[config.mk]
export PLATFORM = sky130hd
export DESIGN_NAME = l1_l2_request_scheduler
export DESIGN_NICKNAME = d
export VERILOG_FILES = /design/src/rtl/l1_l2_request_scheduler.sv
export SDC_FILE = /design/constraint.sdc
export NUM_CORES = 1
export LEC_CHECK = 0
export CAP_MARGIN = 10
export CORE_MARGIN = 2
export CORE_UTILIZATION = 36
export CTS_CLUSTER_DIAMETER = 100
export CTS_CLUSTER_SIZE = 28
export DETAILED_ROUTE_END_ITERATION = 10
export PLACE_DENSITY = 0.81
export SETUP_SLACK_MARGIN = 0.4
export SYNTH_ARGS = -nofsm -noshare
export SYNTH_HDL_FRONTEND = slang
export SYNTH_SLANG_ARGS = --single-unit
[constraint.sdc]
create_clock -name clk -period 3.4 [get_ports clk]
set_input_delay 0.85 -clock clk [delete_from_list [all_inputs] [get_ports clk]]
set_output_delay 0.85 -clock clk [all_outputs]
set_load 0.005 [all_outputs]
[src/rtl/l1_l2_request_scheduler.sv]
// Round-robin scheduler that merges dcache, icache and store-queue misses into one
// registered L2 request slot. Issue is limited by a credit counter of in-flight requests.
module l1_l2_request_scheduler #(
    parameter int MAX_OUTSTANDING = 8
) (
    input  logic        clk,
    input  logic        reset,

    input  logic        dd_dequeue_ready,
    input  logic [25:0] dd_dequeue_addr,
    input  logic [1:0]  dd_dequeue_idx,
    input  logic        dd_dequeue_sync,
    output logic        dd_dequeue_ack,

    input  logic        ic_dequeue_ready,
    input  logic [25:0] ic_dequeue_addr,
    input  logic [1:0]  ic_dequeue_idx,
    output logic        ic_dequeue_ack,

    input  logic        sq_dequeue_ready,
    input  logic [25:0] sq_dequeue_addr,
    input  logic [1:0]  sq_dequeue_idx,
    output logic        sq_dequeue_ack,

    output logic        l2_request_valid,
    output logic [1:0]  l2_request_type,
    output logic [25:0] l2_request_addr,
    output logic [1:0]  l2_request_idx,
    output logic        l2_request_sync,
    input  logic        l2_request_ready,

    input  logic        l2_response_valid
);

    // Round-robin priority pointer:
    //   state  | meaning
    //   PTR_DD | dcache is checked first, then icache, then store queue
    //   PTR_IC | icache is checked first, then store queue, then dcache
    //   PTR_SQ | store queue is checked first, then dcache, then icache

    localparam int CW = $clog2(MAX_OUTSTANDING + 1);
    localparam logic [CW-1:0] CREDIT_MAX = CW'(MAX_OUTSTANDING);

    localparam logic [1:0] TYPE_DD = 2'd0;
    localparam logic [1:0] TYPE_IC = 2'd1;
    localparam logic [1:0] TYPE_SQ = 2'd2;

    typedef enum logic [1:0] {
        PTR_DD = 2'd0,
        PTR_IC = 2'd1,
        PTR_SQ = 2'd2
    } ptr_t;

    ptr_t            ptr_q;
    ptr_t            ptr_d;
    logic [2:0]      src_ready;
    logic [2:0]      pick;
    logic [2:0]      gnt;
    logic            grant;
    logic            can_load;
    logic [CW-1:0]   credit_count;

    logic [1:0]      type_d;
    logic [25:0]     addr_d;
    logic [1:0]      idx_d;
    logic            sync_d;

    assign src_ready = {sq_dequeue_ready, ic_dequeue_ready, dd_dequeue_ready};
    assign can_load  = !l2_request_valid || l2_request_ready;

    // First ready source at or after the pointer; bit order is {sq, ic, dd}.
    always_comb begin
        pick = 3'b000;
        case (ptr_q)
            PTR_DD: begin
                if (src_ready[0])      pick = 3'b001;
                else if (src_ready[1]) pick = 3'b010;
                else if (src_ready[2]) pick = 3'b100;
            end
            PTR_IC: begin
                if (src_ready[1])      pick = 3'b010;
                else if (src_ready[2]) pick = 3'b100;
                else if (src_ready[0]) pick = 3'b001;
            end
            PTR_SQ: begin
                if (src_ready[2])      pick = 3'b100;
                else if (src_ready[0]) pick = 3'b001;
                else if (src_ready[1]) pick = 3'b010;
            end
            default: pick = 3'b000;
        endcase
    end

    // Reset gates the grant so acks stay low while reset is held.
    assign gnt   = (!reset && can_load && (credit_count != '0)) ? pick : 3'b000;
    assign grant = |gnt;

    always_ff @(posedge clk or posedge reset) begin
        if (reset) begin
            ptr_q <= PTR_DD;
        end else begin
            ptr_q <= ptr_d;
        end
    end

    always_comb begin
        ptr_d = ptr_q;
        if (gnt[0]) ptr_d = PTR_IC;
        if (gnt[1]) ptr_d = PTR_SQ;
        if (gnt[2]) ptr_d = PTR_DD;
    end

    always_comb begin
        dd_dequeue_ack = gnt[0];
        ic_dequeue_ack = gnt[1];
        sq_dequeue_ack = gnt[2];
    end

    always_comb begin
        type_d = TYPE_DD;
        addr_d = dd_dequeue_addr;
        idx_d  = dd_dequeue_idx;
        sync_d = dd_dequeue_sync;
        if (gnt[1]) begin
            type_d = TYPE_IC;
            addr_d = ic_dequeue_addr;
            idx_d  = ic_dequeue_idx;
            sync_d = 1'b0;
        end else if (gnt[2]) begin
            type_d = TYPE_SQ;
            addr_d = sq_dequeue_addr;
            idx_d  = sq_dequeue_idx;
            sync_d = 1'b0;
        end
    end

    // Single output slot: load on grant, drain when accepted with nothing new, else hold.
    always_ff @(posedge clk or posedge reset) begin
        if (reset) begin
            l2_request_valid <= 1'b0;
            l2_request_type  <= 2'd0;
            l2_request_addr  <= 26'd0;
            l2_request_idx   <= 2'd0;
            l2_request_sync  <= 1'b0;
        end else if (grant) begin
            l2_request_valid <= 1'b1;
            l2_request_type  <= type_d;
            l2_request_addr  <= addr_d;
            l2_request_idx   <= idx_d;
            l2_request_sync  <= sync_d;
        end else if (can_load) begin
            l2_request_valid <= 1'b0;
        end
    end

    always_ff @(posedge clk or posedge reset) begin
        if (reset) begin
            credit_count <= CREDIT_MAX;
        end else begin
            case ({grant, l2_response_valid})
                2'b10:   credit_count <= credit_count - CW'(1);
                2'b01:   credit_count <= credit_count + CW'(1);
                default: credit_count <= credit_count;
            endcase
        end
    end

    // A credit return with every credit already home means L2 answered a request never sent.
    always_ff @(posedge clk) begin
        if (!reset) begin
            assert (!(l2_response_valid && (credit_count == CREDIT_MAX)));
        end
    end

endmodule

[Word-level counts from Yosys, hierarchy flattened]
Cells that the tools add are included.
Storage, ports and cells
  register bits after elaboration: 38
  bits of input ports: 92
  output and inout bits: 35
  word-level logic and storage cells: 49
Operators by class
  add/subtract/negate cells: 2
  equality and inequality tests: 4
  mux-type cells: 25
  reduce and logical (&&, ||, !) cells: 11
Operator list (number)
  $mux W26: 2
  $mux W3: 7
  $mux W2: 9
  $pmux W3 S3: 1
  $pmux W4 S2: 1
  $mux W1: 5
  $add A4 B1 Y4 const B: 1
  $eq A2 B1 Y1 const B: 2
  $eq A2 B2 Y1 const B: 2
  $reduce_bool A2 Y1: 2
  $reduce_bool A4 Y1: 1
  $sub A4 B1 Y4 const B: 1
  $reduce_bool A3 Y1: 1
  $reduce_or A3 Y1: 1
  $logic_and A1 B1 Y1: 2
  $logic_not A1 Y1: 2
  $logic_not A2 Y1: 1
  $logic_or A1 B1 Y1: 1

[Depth between registers and ports, before layout]
  word-level depth: 8
  depth in mapped cells: 12

[Worst setup path before layout]
OpenSTA, ideal clock, no wires.
  path kind: input -> register
  start point: in reset
  end point: reg credit_count[3]
  arrival: 2.769 ns
  required time: 3.317 ns
  slack: 0.548 ns
  cell stages on the path: 11
  path buffers: 1
  cell sequence: a2111oi_4 > o31ai_1 > clkbuf_1 > ha_1 > inv_1 > ha_1 > a21o_1 > a21oi_1 > xnor2_1 > nor2_1 > xor2_1
Between the ends
  word-level cells in the longest chain between the ends: 7
  elaborated cells on any way between the ends: 9
  classes of those cells: eq/ne: 2; mux: 2; reduce/logical: 5
RTL lines
  start: declaration: RTL line 7  | input logic reset,
  $logic_not A1 Y1 *
  $logic_and A1 B1 Y1 * (2 in a row): RTL line 95  | assign gnt = (!reset && can_load && (credit_count != '0)) ? pick : 3'b000;
  $mux W3 *: RTL line 95
  $reduce_or A3 Y1 *: RTL line 96  | assign grant = |gnt;
  $eq A2 B1 Y1 / $eq A2 B2 Y1 (equally long branches): RTL line 160  | case ({grant, l2_response_valid})
  $pmux W4 S2 / $reduce_bool A2 Y1 (equally long branches)
  end signal: assignment: RTL line 161  | 2'b10: credit_count <= credit_count - CW'(1);
  end signal: assignment: RTL line 162  | 2'b01: credit_count <= credit_count + CW'(1);
  end signal: assignment: RTL line 163  | default: credit_count <= credit_count;
  end: declaration: RTL line 61  | logic [CW-1:0] credit_count;
Every way passes the cells marked *; elsewhere a longest branch is shown, timed or not.
A chain may end at the register's enable or synchronous reset.

[Final worst setup path]
  start point: in ic_dequeue_ready
  end point: out dd_dequeue_ack
Between the ends
  word-level cells in the longest chain between the ends: 4
  elaborated cells on any way between the ends: 5
  classes of those cells: mux: 5
RTL lines
  start: declaration: RTL line 15  | input logic ic_dequeue_ready,
  $mux W3: RTL line 77  | else if (src_ready[1]) pick = 3'b010;
  $mux W3: RTL line 76  | if (src_ready[0]) pick = 3'b001;
  $pmux W3 S3 *: RTL line 74  | case (ptr_q)
  $mux W3 *: RTL line 95
  end: declaration: RTL line 13  | output logic dd_dequeue_ack,
Marked as above.

==> metrics.csv <==
stage;metric;value;unit
logic_synthesis;Avg Cell Area, Syn;10.5;µm²
placed_design;routability cong.;0.740;
placed_design;number of port buffers;126;
logic_synthesis;top_reg_cell synth;dfrtp_1;
floorplanning;die footprint;0.00584;mm²
sta;worst setup margin;0.460;ns
global_route;GRT overflow;0;
layout;ANT cells;0;
logic_synthesis;Synth Area in XOR/XNOR;1.86;%
floorplanning;DIE HEIGHT;76.4;µm
power_and_ir_drop;maximum vdd drop;0.000390;V
logic_synthesis;top cell type's share of synthesized area;49.0;%
clock_tree;# clock sinks;38;
clock_tree;clock-pin transition on the worst setup and hold timing paths;0.07;ns
floorplanning;IO Count;127;
layout;fillers;433;
layout;Final Cell Area;0.00337;mm²
route;drt drc;0;
power_and_ir_drop;leakage power;1.47;nW
sta;Least-Margin Pin Slew;0.472;ns
logic_synthesis;adder-cell area share of the yosys netlist;3.05;%
route;WL met3;505;µm
logic_synthesis;main combinational cell family by area after synthesis;compound AO/OA/AOI/OAI gates;
route;top routing layer used;met4;
logic_synthesis;Synth area leaders;dfrtp_1 49%, a22oi_1 18%, nand2_1 7.0%;
sta;final max-slew violation count;0;
logic_synthesis;Post-Syn Area;0.00189;mm²
logic_synthesis;post-synthesis sequential area ratio;50.4;%
route;metal2 WL;3060;µm
setup_path;r2r setup slk;0.85;ns
status;run status;complete, no violations;
global_route;gr usage total;21.1;%
logic_synthesis;Yosys cell types;36;
route;wirelength, routed;6170;µm
floorplanning;row cnt;26;
layout;area occupied by multi-input gates;878;µm²
placed_design;DP Area;0.00326;mm²
sta;Fin. Hold Viols;0;
setup_path;startpoint types;primary input;
clock_tree;post-CTS setup buffer count;0;
layout;area grow syn2layout;78.7;%
global_route;initial antenna violation count;0;
route;Met1 Wirelength;2570;µm
flow_run;max cap viols;0;
layout;Storage cell area;952;µm²
floorplanning;die width;76.4;µm
logic_synthesis;multiplexer area fraction after synthesis;0.596;%
logic_synthesis;synthesized net count;276;
setup_path;Max Fanout on Critical Path;4;
clock_tree;CTS tree;yes;
global_route;vias in the first global route;2068;
route;detailed-route via count;2001;
setup_path;r2r worst-path depth;12;
logic_synthesis;most frequent cells after synthesis;46 x a22oi_1, 37 x dfrtp_1, 35 x nand2_1, 6 x buf_2;
setup_path;worst r2r src;credit_count[3];
sta;period utilisation layout;86.5;%
hold_path;Hold Crit Class;reg -> reg;
power_and_ir_drop;Pwr Density;693;mW/mm²
global_route;global-route wire length before repair;10000;µm
sta;relative slew slack;68.5;%
logic_synthesis;Synth area leader;dfrtp_1;
route;vias per cell;5.24;
sta;crit path time final;2.94;ns
setup_path;Worst R2R End;credit_count[3];
logic_synthesis;Synth Area in Compound Gates;27.6;%
setup_path;Worst EP arrival;2.09;ns
sta;clk_skew;0.00509;ns
sta;fmax;340;MHz
clock_tree;H-tree Lvls;2;
floorplanning;initial core utilization;37.2;%
global_route;largest net degree at the start of global routing;38;
logic_synthesis;Cells after Synth;180;
logic_synthesis;Post-synth EDFFs;0;
floorplanning;core box area;0.00507;mm²
route;antenna viol nets, final;0;
logic_synthesis;synthesized flop and latch total;38;
logic_synthesis;area share of and/or/nand/nor cells after synthesis;12.0;%
clock_tree;Max Root-Sink Buffers;2;
hold_path;Worst Hold Path EP;l2_request_type[0];
clock_tree;Post-CTS Hold Fix Bufs;0;
hold_path;WHS Path Cells;1;
logic_synthesis;Post-synth ARST share;100;%
placed_design;post-DP HPWL;4520;µm
sta;RSZ-0062 raised after global routing;false;
sta;Final Setup Violations;0;
clock_tree;CTS Buf Count;5;
clock_tree;Clock Latency Late Sink;0.28;ns
hold_path;HP Start;l2_request_type[0];
route;Avg WL per Cell;16.2;µm
setup_path;Worst EP required;2.55;ns
clock_tree;Root Driver;clkbuf_8;
placed_design;pre-CTS WS;-0.0162;ns
logic_synthesis;top-count cell post-synth;a22oi_1;
layout;Final Net Count;407;
setup_path;Setup CP Type;in -> out;
setup_path;Worst Setup End Kind;output pin;
logic_synthesis;Ys Warns;0;
route;starting DRC count in detailed routing;82;
layout;layout cells sized above 1;8.97;%
route;drt first pass iters;5;
registers in the layout, summed over array words and instances (netlist names):
register / cells
l2_request_addr: 26
credit_count: 4
l2_request_idx: 2
l2_request_type: 2
ptr_q: 2
l2_request_sync: 1
l2_request_valid: 1
area by class of cell:
| class | count | area share (%) |
|---|---|---|
| clock buffer | 7 | 2.26 |
| sequential | 38 | 28.2 |
| tap | 70 | 2.60 |
| multi-input combinational | 126 | 26.0 |
| inverter | 4 | 0.482 |
| clock inverter | 1 | 0.890 |
| timing repair buffer | 136 | 39.5 |
worst max path at each step:
stage / cells after the start / endpoint / from
6_report: 6 / dd_dequeue_ack / ic_dequeue_ready
5_1_grt: 6 / dd_dequeue_ack / ic_dequeue_ready
4_1_cts: 6 / dd_dequeue_ack / sq_dequeue_ready
3_5_place_dp: 5 / dd_dequeue_ack / reset
3_3_place_gp: 5 / dd_dequeue_ack / reset
2_1_floorplan: 11 / credit_count[3] / reset
power breakdown:
| part | total [W] | internal [W] | switching [W] |
|---|---|---|---|
| clock | 0.000366 | 0.000219 | 0.000146 |
| sequential | 0.000845 | 0.000679 | 0.000167 |
| combinational | 0.00113 | 0.000683 | 0.000445 |
cells by family after synthesis:
kind of cell	Yosys count
xor+xnor	4
flops	38
buf+inv	16
simple gates	49
compound gates	68
fa+ha+maj	4
mux	1
cells in the final DEF (no fill, tap or decap), drive strengths merged:
master,n
bufinv,1
dlygate4sd2,5
a222oi,4
clkdlybuf4s15,1
nand2b,2
fa,1
a21o,5
a2111oi,1
xnor2,3
clkinv,1
a21oi,3
dfstp,1
and3,1
xor2,1
nor2b,1
inv,3
a22oi,46
o211ai,1
nor4,1
dfrtp,37
clkbuf,7
nand4,1
nand3,1
o21ai,5
clkdlybuf4s50,119
dlymetal6s2s,1
nand2,35
or2,1
or3,1
a32oi,1
nor2,4
ha,3
mux2,1
o31ai,1
o21a,1
nor3,1
buf,10
worst max-delay path, cell delays in order:
cell and delay (ns):
clkdlybuf4s50_1 0.46, nor3_1 0.17, o21ai_0 0.10, or2_4 0.27
clkinv_2 0.05, clkdlybuf4s15_2 0.19
what timing repair did:
item                       in CTS  in global routing
setup endpoints to repair       3                  2
resized for setup              11                  1
pin swaps                       3                  0
per-stage QoR:
step / power (W) / utilization [%] / TNS (ns) / hold slack (ns) / instances
after global placement: 0.00193 / 64.2 / -0.00721 / 0.458 / 374
after global routing: 0.00251 / 66.5 / 0 / 0.498 / 382
after detailed placement: 0.00199 / 64.2 / -0.0162 / 0.469 / 374
final: 0.00234 / 66.5 / 0 / 0.488 / 382
after CTS: 0.00236 / 66.4 / 0 / 0.487 / 382
after floorplan: 0.00134 / - / 0 / 0.474 / 180
per-layer routing:
layer  up-vias  GRT usage (%)
met5         -              0
met4         0           4.00
met3         6           5.21
met2       108           37.6
met1       954           26.2
li1        933              -
Note: power is estimated with default switching activity, not from simulation.
